### config.mk
export PLATFORM = sky130hd
export DESIGN_NAME = fetch_unit
export DESIGN_NICKNAME = d
export VERILOG_FILES = /design/src/rtl/mips_fetch_pkg.sv /design/src/rtl/fetch_unit.sv
export SDC_FILE = /design/constraint.sdc
export NUM_CORES = 1
export LEC_CHECK = 0
export ABC_AREA = 1
export CAP_MARGIN = 20
export CORE_MARGIN = 2
export CORE_UTILIZATION = 46
export CTS_CLUSTER_DIAMETER = 60
export CTS_CLUSTER_SIZE = 30
export DETAILED_ROUTE_END_ITERATION = 12
export GPL_TIMING_DRIVEN = 0
export PLACE_DENSITY_LB_ADDON = 0.15
export REMOVE_ABC_BUFFERS = 1
export SKIP_CTS_REPAIR_TIMING = 1
export SYNTH_ARGS = -nofsm -noshare
export SYNTH_HDL_FRONTEND = slang
export SYNTH_SLANG_ARGS = --single-unit
### constraint.sdc
create_clock -name clk -period 1.71 [get_ports clk]
set_input_delay 0.171 -clock clk [delete_from_list [all_inputs] [get_ports clk]]
set_output_delay 0.171 -clock clk [all_outputs]
set_load 0.05 [all_outputs]
### src/rtl/mips_fetch_pkg.sv
// Shared types and constants for the Mini MIPS instruction-fetch stage.
// Latency: n/a (package only).
// Backpressure: n/a (package only).
package mips_fetch_pkg;

  localparam int unsigned WORD_W = 32;
  localparam int unsigned ADDR_W = 32;

  // Word address the PC takes on reset unless the instance overrides it.
  localparam logic [ADDR_W-1:0] DEFAULT_RESET_PC = '0;

  typedef enum logic [1:0] {
    ST_IDLE  = 2'd0,
    ST_REQ   = 2'd1,
    ST_VALID = 2'd2,
    ST_HALT  = 2'd3
  } fetch_state_t;

endpackage

### src/rtl/fetch_unit.sv
// Instruction fetch: owns the PC, fetches imem[pc] over req/ack and offers it to decode on valid/ready.
// Latency: N+1 cycles per instruction for an N-cycle memory (2 with a combinational memory).
// Backpressure: instr held stable and no new request while decode deasserts instr_ready.
module fetch_unit
  import mips_fetch_pkg::*;
#(
  parameter logic [ADDR_W-1:0] RESET_PC = DEFAULT_RESET_PC
) (
  input  logic              clk,
  input  logic              rst_n,
  input  logic [ADDR_W-1:0] next_pc,
  input  logic              redirect,
  input  logic [ADDR_W-1:0] redirect_pc,
  input  logic              halt,
  output logic              imem_req,
  output logic [ADDR_W-1:0] imem_addr,
  input  logic              imem_ack,
  input  logic [WORD_W-1:0] imem_rdata,
  output logic [ADDR_W-1:0] pc,
  output logic [WORD_W-1:0] instr,
  output logic              instr_valid,
  input  logic              instr_ready,
  output logic [31:0]       retired,
  output logic              halted
);

  fetch_state_t      r_state;
  fetch_state_t      w_next_state;
  logic [ADDR_W-1:0] r_pc;
  logic [WORD_W-1:0] r_instr;
  logic              r_pend;
  logic [ADDR_W-1:0] r_pend_pc;
  logic [31:0]       r_retired;

  // State register; reset parks the FSM in IDLE so any late ack is ignored.
  always_ff @(posedge clk or negedge rst_n) begin
    if (!rst_n) begin
      r_state <= ST_IDLE;
    end else begin
      r_state <= w_next_state;
    end
  end

  // Next-state logic: redirect wins everywhere, but an outstanding request must still see its ack.
  always_comb begin
    w_next_state = r_state;
    case (r_state)
      ST_IDLE:  w_next_state = ST_REQ;
      ST_REQ: begin
        if (imem_ack && !redirect && !r_pend) begin
          w_next_state = ST_VALID;
        end
      end
      ST_VALID: begin
        if (redirect) begin
          w_next_state = ST_REQ;
        end else if (instr_ready) begin
          w_next_state = halt ? ST_HALT : ST_REQ;
        end
      end
      ST_HALT: begin
        if (redirect) begin
          w_next_state = ST_REQ;
        end
      end
      default:  w_next_state = ST_IDLE;
    endcase
  end

  // PC, instruction register, deferred-redirect register and retire counter.
  always_ff @(posedge clk or negedge rst_n) begin
    if (!rst_n) begin
      r_pc      <= RESET_PC;
      r_instr   <= '0;
      r_pend    <= 1'b0;
      r_pend_pc <= '0;
      r_retired <= '0;
    end else begin
      case (r_state)
        ST_REQ: begin
          if (imem_ack) begin
            // The ack closes the outstanding request, so any deferred redirect is consumed here.
            r_pend <= 1'b0;
            if (redirect) begin
              r_pc <= redirect_pc;
            end else if (r_pend) begin
              r_pc <= r_pend_pc;
            end else begin
              r_instr <= imem_rdata;
            end
          end else if (redirect) begin
            // Cannot abandon the request in flight: remember where to go once it returns.
            r_pend    <= 1'b1;
            r_pend_pc <= redirect_pc;
          end
        end
        ST_VALID: begin
          if (redirect) begin
            r_pc <= redirect_pc;
          end else if (instr_ready) begin
            r_pc      <= next_pc;
            r_retired <= r_retired + 32'd1;
          end
        end
        ST_IDLE, ST_HALT: begin
          if (redirect) begin
            r_pc <= redirect_pc;
          end
        end
        default: ;
      endcase
    end
  end

  // Output decode: handshake strobes come straight from the registered state.
  always_comb begin
    imem_req    = (r_state == ST_REQ);
    instr_valid = (r_state == ST_VALID);
    halted      = (r_state == ST_HALT);
    imem_addr   = r_pc;
    pc          = r_pc;
    instr       = r_instr;
    retired     = r_retired;
  end

endmodule

======== Word level (Yosys, flattened, before mapping) ========
Index checks and enable logic that the tools add are counted.
word-level totals
  flip-flop bits (word level) ............. 131
  word-level logic and storage cells ...... 47
  output and inout bits ................... 131
  input bits .............................. 102
cells by class
  bitwise operators ....................... 3
  reduce and logical (&&, ||, !) cells .... 13
  muxes and demuxes ....................... 15
  add/sub/neg operators ................... 1
  equality and inequality tests ........... 9
operators with widths
  cell                                                    count
  2-to-1 mux 32 bit                                       6
  one-hot mux 32 bit (3 select lines)                     1
  adder 32 x 1 -> 32 bit (second input constant)          1
  2-to-1 mux 2 bit                                        5
  AND reduction 3 bit                                     3
  one-hot mux 2 bit (4 select lines)                      1
  AND reduction 4 bit                                     2
  inequality test 3 x 2 -> 1 bit (second input constant)  2
  equality test 2 bit (second input constant)             2
  inequality test 2 x 1 -> 1 bit (second input constant)  2
  inequality test 2 bit (second input constant)           2
  NOT 1 bit                                               3
  equality test 2 x 1 -> 1 bit (second input constant)    1
  logical AND 1 bit                                       2
  logical NOT 1 bit                                       2
  logical NOT 2 bit                                       1
  2-to-1 mux 1 bit                                        2
  AND reduction 2 bit                                     1
  nonzero test 2 bit                                      1
  OR reduction 2 bit                                      1

======== Logic depth before layout (Yosys ltp) ========
Gate-level depths: netlist of the first run.
  word-level depth ........................ 5
  mapped depth ............................ 11
  depth with buffers taken out ............ 10

======== Least setup slack after synthesis of the first run ========
Ideal clock, no wire load.
  path type ............................... register to register
  start ................................... reg r_state[0]
  end ..................................... reg r_retired[16] (netlist: retired[16])
  arrival time ............................ 1913 ps
  buffers on the path ..................... 0
  setup slack ............................. -323 ps
  library setup time ...................... 120 ps
  data required time ...................... 1590 ps
  period minus slack after synthesis ...... 2033 ps
  stages on the path, launching flop included .. 10
  path through ............................ dfrtp_1 -> inv_1 -> ha_1 -> inv_1 -> nor2_8 -> nand2_1 -> nor3_1 -> nand2_1 -> nand2_1 -> nand2_1
between the ends
  word-level cells in the longest chain between the ends .. 2
ends and longest elaborated chain
  element                        RTL line           source
  from (decl)                    fetch_unit.sv:27   fetch_state_t r_state;
  from (signal assigned)         fetch_unit.sv:40   r_state <= w_next_state;
  equality test 2 bit            --
  via instr_valid                fetch_unit.sv:21   output logic instr_valid,
  AND reduction 3 bit (no line)  --
  to (signal assigned)           fetch_unit.sv:102  r_retired <= r_retired + 32'd1;
  to (decl)                      fetch_unit.sv:33   logic [31:0] r_retired;
The timed path passes the listed nets, and every way through them passes these cells.
A chain may end at the register's enable or synchronous reset.

======== Final worst setup path of the first run ========
  start ................................... reg r_state[1]
  end ..................................... reg r_pend_pc[22]
between the ends
  word-level cells in the longest chain between the ends .. 2
ends and longest elaborated chain
  element                        RTL line          source
  equality test 2 x 1 -> 1 bit   fetch_unit.sv:79  case (r_state)
  AND reduction 3 bit (no line)  --
  to (signal assigned)           fetch_unit.sv:94  r_pend_pc <= redirect_pc;
  to (decl)                      fetch_unit.sv:32  logic [ADDR_W-1:0] r_pend_pc;
Every way passes these cells.

==> results.cfg, run 1 <==
[run_status]
run_status = finished clean

[power_and_ir_drop]
power_per_cell_area_nw_per_um2 = 1941
p_leak_nw = 6.435
ir_worst_vdd_uv = 1156

[synthesis]
synth-seq-cells = 131
synth.avg_cell_area_um2 = 7.898
syn-instance-count = 862
synth_area_um2 = 6808
ys.warnings.count = 0
synth_cell_types = 30
synth-seq-area-share_pct = 48.15

[drt]
drc = 0
via_per_inst = 5.050
drt.antenna.violating_nets = 0
detail_route.wl_per_cell_um = 15.69
vias = 6489
drt_iter0_markers = 408
firstDrtPassIters = 4
wirelength_um = 20160

[clock_network]
root_buffer = clkbuf_16
clk_pin_slew_ns = 0.06
cts_tree = yes
cts_made_buffers = 17
clk_path_buf_depth = 2
clock_latency_ns = 0.42
cts.sinks = 131
htree_levels = 4

[placement]
gp_congestion = 0.8033
dpl_cell_area_um2 = 9006
io_buffers = 232
dp_hpwl_um = 11780

[finish]
post-route-cell-area_um2 = 10570
area_delta_synth_final_pct = 55.30
fillers = 1084
final_cell_mix = nand2_1 (368), dfrtp_1 (130), dlymetal6s2s_1 (128)
fin_nets = 1196
drive_above_1_share_pct = 12.81
layout_commonest_cell = nand2_1
n_antenna_cell = 0

[grt]
grt.busiest_layer = met2
use_met3_pct = 6.669
met1_usage_pct = 31.49
grt_overflow = 0
grt_pass1_vias = 5963
met2_usage_pct = 38.31
grt_max_degree = 91
antenna_found_initial = 0
grtUsageTotal_pct = 23.66
grt_pass1_wl_um = 30130

[min_path]
min_path_type = in2async

[sta]
setup_tns_ns = 0
maxSlewViolCount = 0
min_period_ns = 1.675
rsz0062_at_grt = true
post-route-period-util_pct = 97.98
worst_pin_slew_ns = 0.6004
relSlewSlack_pct = 59.98
max_freq_mhz = 596.9
finalHoldViolCount = 0
fin_skew_ns = 0.007051
setup_viol = 0

[critical_path]
required_ns = 2.01
setup.worst_path.start_class = flop
worstPathMaxFanout = 6
critPathKind = reg2reg
critical_path_arrival_ns = 1.98
cp-end-kind = flop

[floorplan]
start_util_pct = 47.02
io_pins = 233
die-area_um2 = 15790
chipWidth_um = 125.7
rows = 44
die_h_um = 125.7
core_um2 = 14480

[flow_run]
drv_cap = 0
[through the flow]
step	power [mW]	hold WS, ns	setup slack (ns)	std cells	util [%]
6_report	20.53	0.2306	0.03462	1285	73.02
5_1_grt	21.63	0.2958	-0.05390	1285	73.02
4_1_cts	19.30	-0.3344	-1.442	1245	66.63
3_5_place_dp	15.24	0.1141	-1.434	1214	62.20
3_3_place_gp	15.05	0.4524	-5.012	1211	61.74
2_1_floorplan	11.63	-0.1246	-0.9880	795	-
[state kept, by name (all words and copies together), names as in the netlist]
name,count
imem_addr,32
instr,32
r_pend_pc,32
retired,32
r_state,2
r_pend,1
[final cells by class]
class,instances,area [um2],area share (%)
Sequential cell,131,3279,31.02
Multi-Input combinational cell,622,3176,30.04
Timing Repair Buffer,266,2997,28.34
Clock buffer,21,460.4,4.355
Tap cell,184,230.2,2.178
Inverter,48,219.0,2.071
Clock inverter,10,180.2,1.704
Timing Repair inverter,3,31.28,0.2959
[metal layers]
metal	share of wire [%]	up-vias
met5	0	-
met4	1.4	0
met2	48	222
met3	7.3	26
li1	-	3171
met1	43	3070
[logic make-up (layout without fill, tap and decap cells)]
family | after synthesis | count (layout) | synth area share [%]
AO/OA/AOI/OAI | 53 | 53 | 3.988
XOR/XNOR | 22 | 22 | 2.830
adder cells (fa/ha/maj) | 5 | 5 | 0.9189
buffers and inverters | 115 | 348 | 8.895
flip-flops | 131 | 131 | 48.15
multiplexers | 21 | 21 | 3.474
AND/OR/NAND/NOR | 515 | 521 | 31.74
[final timing paths]
check | to | slack (ns) | depth (start not counted) | start
worst max-delay path | r_pend_pc[22] | 0.03 | 7 | r_state[1]
worst min-delay path | imem_addr[25] | 0.23 | 2 | rst_n
worst max register to register | r_pend_pc[22] | 0.03 | 7 | r_state[1]
worst min register to register | instr[25] | 0.46 | 2 | instr[25]
max in group asynchronous | r_state[0] | 0.65 | 3 | rst_n
min in group clk | instr[20] | 0.28 | 3 | imem_rdata[20]
[critical path, stage by stage, from the launching register on]
cell,delay (ns)
dfrtp_1,0.43
inv_2,0.14
ha_4,0.22
inv_6,0.07
nor2_4,0.14
buf_6,0.15
nand2_8,0.08
mux2_4,0.32
[power breakdown]
group | internal (mW) | switching (mW) | total, mW | leakage [nW]
registers | 4.30 | 0.697 | 4.99 | 1.64
logic | 4.04 | 7.49 | 11.5 | 4.49
clock network | 2.65 | 1.36 | 4.01 | 0.309
[synth_stat cells]
master	number	area share, %
o21ai_0	34	2.5
inv_1	44	2.4
nor2_4	2	0.33
o21ai_2	1	0.13
clkinv_1	1	0.055
nand2_4	1	0.17
a21oi_1	17	1.2
buf_2	12	0.88
xnor2_1	13	1.7
nor3_1	2	0.15
xor2_1	9	1.2
nand2_2	3	0.28
nor2_8	2	0.59
nand4_1	15	1.4
ha_1	5	0.92
and2_1	1	0.092
dfrtp_1	131	48
mux2_2	21	3.5
clkbuf_1	17	0.94
nand3_1	81	6.0
nor3b_1	1	0.11
nand2_1	370	20
clkinv_4	1	0.13
nand3b_1	2	0.22
buf_4	35	3.9
nor2_2	4	0.37
o211ai_1	1	0.11
buf_6	3	0.50
nor2_1	31	1.7
inv_2	2	0.11
(Power assumes the default switching activity.)
==> run 2, diff against run 1 <==
- RECOVER_POWER: unset -> 50
==> run 2 against run 1 <==
  * Core utilization decreased by 0.11 points
  * Clock skew about the same
  * Clock-buffer cell count unchanged
  * Wire length about the same
  * Critical path depth unchanged
  * Via count decreased by 0.12%
  * Critical endpoint unchanged
  * Largest cell class unchanged
  * Highest routed layer unchanged
==> results.cfg, run 2 (same netlist as run 1, synthesis figures left out) <==
[critical_path]
crit_path_start = r_state[1]
crit_chain = inv_2 > ha_4 > inv_6 > nor2_4 > buf_6 > nand2_8 > mux2_4
required_ns = 2.01
worstPathMaxFanout = 6
cp-end-kind = flop
critPathKind = reg2reg
path_buf_inv = 3
max_stage_delay_ns = 0.43
critical_path_arrival_ns = 1.98
setup.worst_path.start_class = flop
worstReg2RegStart = r_state[1]
cp_top_family = flip-flops
cp_slowest_cell = dfrtp_1

[finish]
layout_commonest_cell = nand2_1
drive_above_1_share_pct = 12.81
fillers = 1087
final_cell_mix = nand2_1 (368), dfrtp_1 (130), dlymetal6s2s_1 (128)
n_antenna_cell = 0
fin_nets = 1196
post-route-cell-area_um2 = 10560
area_delta_synth_final_pct = 55.06

[power_and_ir_drop]
clkPwrFrac_pct = 19.5
power_per_cell_area_nw_per_um2 = 1944
seqPwrFrac_pct = 24.3
p_switching_mw = 9.546
p_leak_nw = 6.428
power_mw = 20.52
combinationalPowerShare_pct = 56.1
sw_frac_of_total_pct = 46.52
ir_worst_vdd_uv = 1156
power.internal_mw = 10.98

[placement]
dpl_cell_area_um2 = 9006
gp_congestion = 0.8033
io_buffers = 232
dp_hpwl_um = 11780

[run_status]
run_status = finished clean

[drt]
drt_iter0_markers = 408
via_per_inst = 5.044
detail_route.wl_per_cell_um = 15.69
drc = 0
wirelength_um = 20170
vias = 6481
drt.antenna.violating_nets = 0
firstDrtPassIters = 4

[sta]
setup_viol = 0
maxSlewViolCount = 0
rsz0062_at_grt = true
fin_skew_ns = 0.007050
worst_pin_slew_ns = 0.8443
whs_ns = 0.2225
max_freq_mhz = 596.9
relSlewSlack_pct = 43.71
post-route-period-util_pct = 97.97
finalHoldViolCount = 0
min_period_ns = 1.675

[clock_network]
root_buffer = clkbuf_16
clk_path_buf_depth = 2
htree_levels = 4
cts_made_buffers = 17
clk_pin_slew_ns = 0.06
cts.sinks = 131
clock_latency_ns = 0.42
cts_tree = yes

[grt]
grt_pass1_vias = 5963
grt_pass1_wl_um = 30130
grtUsageTotal_pct = 23.66
antenna_found_initial = 0
grt_overflow = 0
grt_max_degree = 91

[floorplan]
io_pins = 233
die-area_um2 = 15790
die_h_um = 125.7
core_um2 = 14480
start_util_pct = 47.02
rows = 44
chipWidth_um = 125.7

[flow_run]
drv_cap = 0

[min_path]
min_path_type = in2async
run 2: cell count changes in the layout (fill, tap and decap cells not counted):
| cell | previous run | this run |
|---|---|---|
| buf_16 | 2 | 1 |
| buf_6 | 6 | 7 |
run 2: worst paths after layout:
path                                      end  slack [ns]  cells after the start
worst max register to register  r_pend_pc[22]        0.03                      7
worst min-delay path            imem_addr[25]        0.22                      2
worst min register to register      instr[25]        0.46                      2
worst max-delay path            r_pend_pc[22]        0.03                      7
max in group asynchronous          r_state[0]        0.26                      3
min in group clk                    instr[20]        0.28                      3
run 2: final cells by class:
cell class                      count  area (um2)  area share (%)
Clock inverter                     10       180.2           1.707
Inverter                           48       219.0           2.074
Timing Repair Buffer              266        2980           28.23
Sequential cell                   131        3279           31.07
Multi-Input combinational cell    622        3176           30.08
Clock buffer                       21       460.4           4.362
Tap cell                          184       230.2           2.181
Timing Repair inverter              3       31.28          0.2963
run 2: power groups by stage:
stage	Clock [mW]	Sequential [mW]	Combinational [mW]
final	4.01	4.99	11.5
after global routing	4.19	5.16	12.3
after CTS	4.05	5.02	10.2
after detailed placement	0	5.05	10.2
after global placement	0	5.01	10.0
after floorplan	0	8.74	2.89
run 2: routing by layer:
metal	up-vias	routed length (um)	GRT usage, %
met5	-	0	0
met4	0	291	6.340
met3	26	1459	6.669
met2	221	9668	38.31
met1	3062	8746	31.49
li1	3172	-	-
run 2: per-stage QoR:
stage	std cells	setup TNS (ns)	setup WS [ns]	utilization [%]
3_5_place_dp	1214	-114.53	-1.434	62.20
3_3_place_gp	1211	-957.66	-5.012	61.74
4_1_cts	1245	-103.08	-1.442	66.63
6_report	1285	0	0.03465	72.91
2_1_floorplan	795	-73.52	-0.9880	-
5_1_grt	1285	-0.8977	-0.05390	72.91
==> patch 1 (flow settings as in run 2) <==
Set the package constant `WORD_W` to 28 (it was 32).
--- a/src/rtl/mips_fetch_pkg.sv
+++ b/src/rtl/mips_fetch_pkg.sv
@@ -3,7 +3,7 @@
 // Backpressure: n/a (package only).
 package mips_fetch_pkg;
 
-  localparam int unsigned WORD_W = 32;
+  localparam int unsigned WORD_W = 28;
   localparam int unsigned ADDR_W = 32;
 
   // Word address the PC takes on reset unless the instance overrides it.
Ports: changed (resized imem_rdata and instr); port bits go from 233 to 225. No check against the original RTL was run, so the function may have changed too.
==> patch 1 against run 2 <==
- the flow now finishes with violations (setup timing)
- fmax decreased by 7.7%
- count of clock-buffer cells in the layout decreased by 2
- sequential cell count decreased by 4
- sequential power decreased by 1%
- synthesized area decreased by 1.5%
- cell area increased by 2.7%
- routed wire length increased by 4.5%
- final cell count increased by 1.1%
- total power increased by 1.5%
- hold slack improved by 62 ps
- synthesized cell count decreased by 0.23%
- worst setup slack got worse by 140 ps
- via count increased by 2.2%
- critical path type unchanged
- largest cell class is now multi-input gates
- largest power group unchanged
==> patch 1: results (changes against run 2) <==
synth top area cells dfrtp_1, nand2_1, nand3_1, buf_4, mux2_2; detailed placement HPWL 11.7 mm (-0.56%); final setup TNS -1960 ps (-1960 ps); Final Skew 7.56 ps (+0.509 ps); met2 Track Usage GR 0.360 (-0.0228); vias in the first global route 5712 (-4.2%); hold crit path type in2reg; Initial DRT Pass Iterations 5 (+1); met3 wire len 1.65 mm (+13%); DR vias 6626 (+2.2%); first-pass GRT wire length 29.3 mm (-2.8%); GPL Wtd Cong 0.831 (+3.4%); drt total wl 21.1 mm (+4.5%); Max FO, Critical Path 4 (-2); share of cells above drive strength 1 0.191 (+0.0630); Peak VDD IR 1.26 mV (+8.8%); WL met1 8.84 mm (+1.1%); Met2 Wirelength 10.2 mm (+5.8%); violated checks setup timing; Final #Nets 1205 (+0.75%); status complete, but fails checks; placed cell areas 0.00884 sq mm (-1.9%); final setup margin -104 ps (-139 ps); Final setup violation count 48 (+48); library cells used by synthesis 29 (-3.3%); Place WS -1530 ps (-96.8 ps); DR iter-0 viols 426 (+4.4%); met1 usage 0.313 (-0.00173); max_slew headroom 0.400 (-0.0368); Static Leakage 6.56 nW (+2.1%); grt met3 use 0.0619 (-0.00484)
## patch 1: power by group
| group | total (W) | switching [W] | internal (W) |
|---|---|---|---|
| clock | 0.00362 | 0.00140 | 0.00222 |
| sequential | 0.00492 | 0.000755 | 0.00417 |
| combinational | 0.0123 | 0.00783 | 0.00447 |
## patch 1: layout make-up
cell class | instances | area [sq um]
sequential | 127 | 3180
timing repair buffer | 280 | 3200
clock buffer | 19 | 453
inverter | 58 | 250
tap | 184 | 230
fill | 1060 | 3520
timing repair inverter | 4 | 42.5
multi-input combinational | 614 | 3350
clock inverter | 13 | 140
## patch 1: final timing paths
check | end | slack, ps | startpoint | cells past startpoint
worst max-delay path | retired[8] | -100 | r_state[0] | 10
worst min-delay path | instr[10] | 280 | imem_rdata[10] | 3
worst max register to register | retired[8] | -100 | r_state[0] | 10
worst min register to register | instr[14] | 470 | instr[14] | 2
max in group asynchronous | r_state[0] | 490 | rst_n | 3
min in group asynchronous | imem_addr[22] | 560 | rst_n | 3
## patch 1: kinds of logic after synthesis
family / after synthesis / synth area share
simple gates: 505 / 0.315
mux: 20 / 0.0336
buf+inv: 125 / 0.0978
fa+ha+maj: 5 / 0.00933
xor+xnor: 18 / 0.0235
flops: 127 / 0.474
compound gates: 60 / 0.0465
## patch 1: critical path, cell delays in order, from the launching register on
cell	delay, ps
dfrtp_2	450
inv_2	100
ha_4	190
nand2_4	60
nor2_4	180
buf_12	140
buf_12	100
nand2_8	50
buf_4	140
nor3_2	170
xor2_1	160
## patch 1: stage by stage
step                      utilization  total power [W]
final                           0.755           0.0208
after global placement          0.608           0.0147
after floorplan                     -           0.0113
after global routing            0.755           0.0218
after detailed placement        0.615           0.0150
after CTS                       0.656           0.0186
==> patch 2 (flow settings as in run 2) <==
Made on the original files. Make the reset (`rst_n`) synchronous in 2 clocked blocks.
--- a/src/rtl/fetch_unit.sv
+++ b/src/rtl/fetch_unit.sv
@@ -33,7 +33,7 @@
   logic [31:0]       r_retired;
 
   // State register; reset parks the FSM in IDLE so any late ack is ignored.
-  always_ff @(posedge clk or negedge rst_n) begin
+  always_ff @(posedge clk) begin
     if (!rst_n) begin
       r_state <= ST_IDLE;
     end else begin
@@ -68,7 +68,7 @@
   end
 
   // PC, instruction register, deferred-redirect register and retire counter.
-  always_ff @(posedge clk or negedge rst_n) begin
+  always_ff @(posedge clk) begin
     if (!rst_n) begin
       r_pc      <= RESET_PC;
       r_instr   <= '0;
Check against the original RTL: differs if rst_n is asserted again (counterexample within 4 cycles, from zero or initial values and one cycle with rst_n low); with rst_n held inactive, the same outputs for 4 cycles.
==> patch 2 against run 2 <==
- synthesized area fell by 2.9%
- worst setup slack improved by 2.9 ps
- routed wire length rose by 2.6%
- cell area fell by 4.1%
- sequential cell count did not move
- critical path type unchanged
Power is not compared: it rests on default switching activity, and its combinational part moved more than twofold at a synthesized area within 25%.
==> patch 2: results (changes against run 2) <==
placed cell areas 0.00878 sq mm (-2.5%); DR iter-0 viols 538 (+32%); worst hold start rst_n; net load switching power approximately 0.0047 W; detailed placement HPWL 12.2 mm (+3.4%); vias in the first global route 6113 (+2.5%); clk slew on worst S/H paths 60 ps (about the same); Peak VDD IR 0.817 mV; Final Skew 7.56 ps (+0.515 ps); Reg2Reg Setup Slack about 38 ps; clk buf depth 2 (unchanged); Internal Pwr Total about 0.0073 W; Hold EP retired[20]; synth top area cells dfxtp_1, nor2_1, o21ai_0, a21oi_1, nand2_1; Synth async-reset ratio 0 (-1.00); Post-Syn Area per Cell 6.71 sq um (-15%); Root Buffer clkbuf_16; Layout Cells excl Fill 1372 (+6.8%); antenna violations before repair 0 (unchanged); Final #Nets 1288 (+7.7%); fillers 1146 (+5.4%); hold crit path type in2reg; worst r2r path cells 10 (+3); hold_ws 240 ps (+17.2 ps); H-Tree Level Count 4 (unchanged); Initial DRT Pass Iterations 6 (+2); Synth top cells by count nor2_1, dfxtp_1, nand2_1; Max FO, Critical Path 7 (+1); clk_lat worst skew ~410 ps; Ant. Diodes 0 (unchanged); Worst Setup EP retired[29]; sequential area share after synthesis 0.397 (-0.0848); most used flip-flop cell after synthesis dfxtp_1; crit path from r_state[0]; share of cells above drive strength 1 0.0847 (-0.0433); CTS Buf Count 17 (unchanged); largest net degree at the start of global routing 94 (+3.3%); Clock power frac 0.289; status finished, final reports clean; library cells used by synthesis 32 (+6.7%); GRT Util Overall 0.243 (+0.00690); YS warnings 0 (unchanged); Static Leakage a little over 6 nW; Port Buf Inserts 232 (unchanged); first-pass GRT wire length 29.6 mm (-1.9%); max_slew headroom 0.539 (+0.101); Hold Path Stages 3; drt via density 5.18 (+2.6%); GPL Wtd Cong 0.811 (+1.0%); Critical Path AT between 1500 and 2000 ps; drt total wl 20.7 mm (+2.6%)
## patch 2: critical path: stages, from the launching register on
cell     delay, ps
dfxtp_4        370
inv_4           70
ha_4           160
buf_6          110
nand3_4        160
inv_8          130
nand3_4         90
nor2_8         170
buf_6          140
and3_1         140
nor2_1          40
## patch 2: metal layers
| layer | part of all wire | vias to the layer above | track usage | wire length (um) |
|---|---|---|---|---|
| li1 | - | 3577 | - | - |
| met1 | 0.43 | 3211 | 0.309 | 8940 |
| met2 | 0.47 | 284 | 0.396 | 9710 |
| met3 | 0.080 | 31 | 0.0682 | 1650 |
| met4 | 0.019 | 0 | 0.0881 | 384 |
| met5 | 0 | - | 0 | 0 |
## patch 2: per-stage QoR
stage,worst slack (ps),setup TNS (ps)
final,37.5,0
after global routing,-52.7,-692
after CTS,-1230,-76510
after detailed placement,-1410,-95430
after global placement,-3640,-414710
after floorplan,-1130,-111790
## patch 2: cell type report
| type | instances | area [sq um] | share of cell area |
|---|---|---|---|
| inverters | 89 | 369 | 0.0365 |
| flip-flops and latches | 131 | 2630 | 0.260 |
| repair inverters | 2 | 11.3 | 0.00111 |
| repair buffers | 262 | 3020 | 0.299 |
| clock buffers | 25 | 505 | 0.0500 |
| multi-input cells | 678 | 3310 | 0.327 |
| clock inverters | 5 | 50.0 | 0.00495 |
| well taps | 180 | 225 | 0.0223 |
## patch 2: logic make-up after synthesis
family                     Yosys count  synth area share
and+or+nand+nor                    435             0.276
AOI/OAI and AO/OA                  235             0.191
buffers and inverters              177             0.124
DFF                                131             0.397
adders and majority gates            5           0.00946
xor gates and xnor gates             2           0.00265
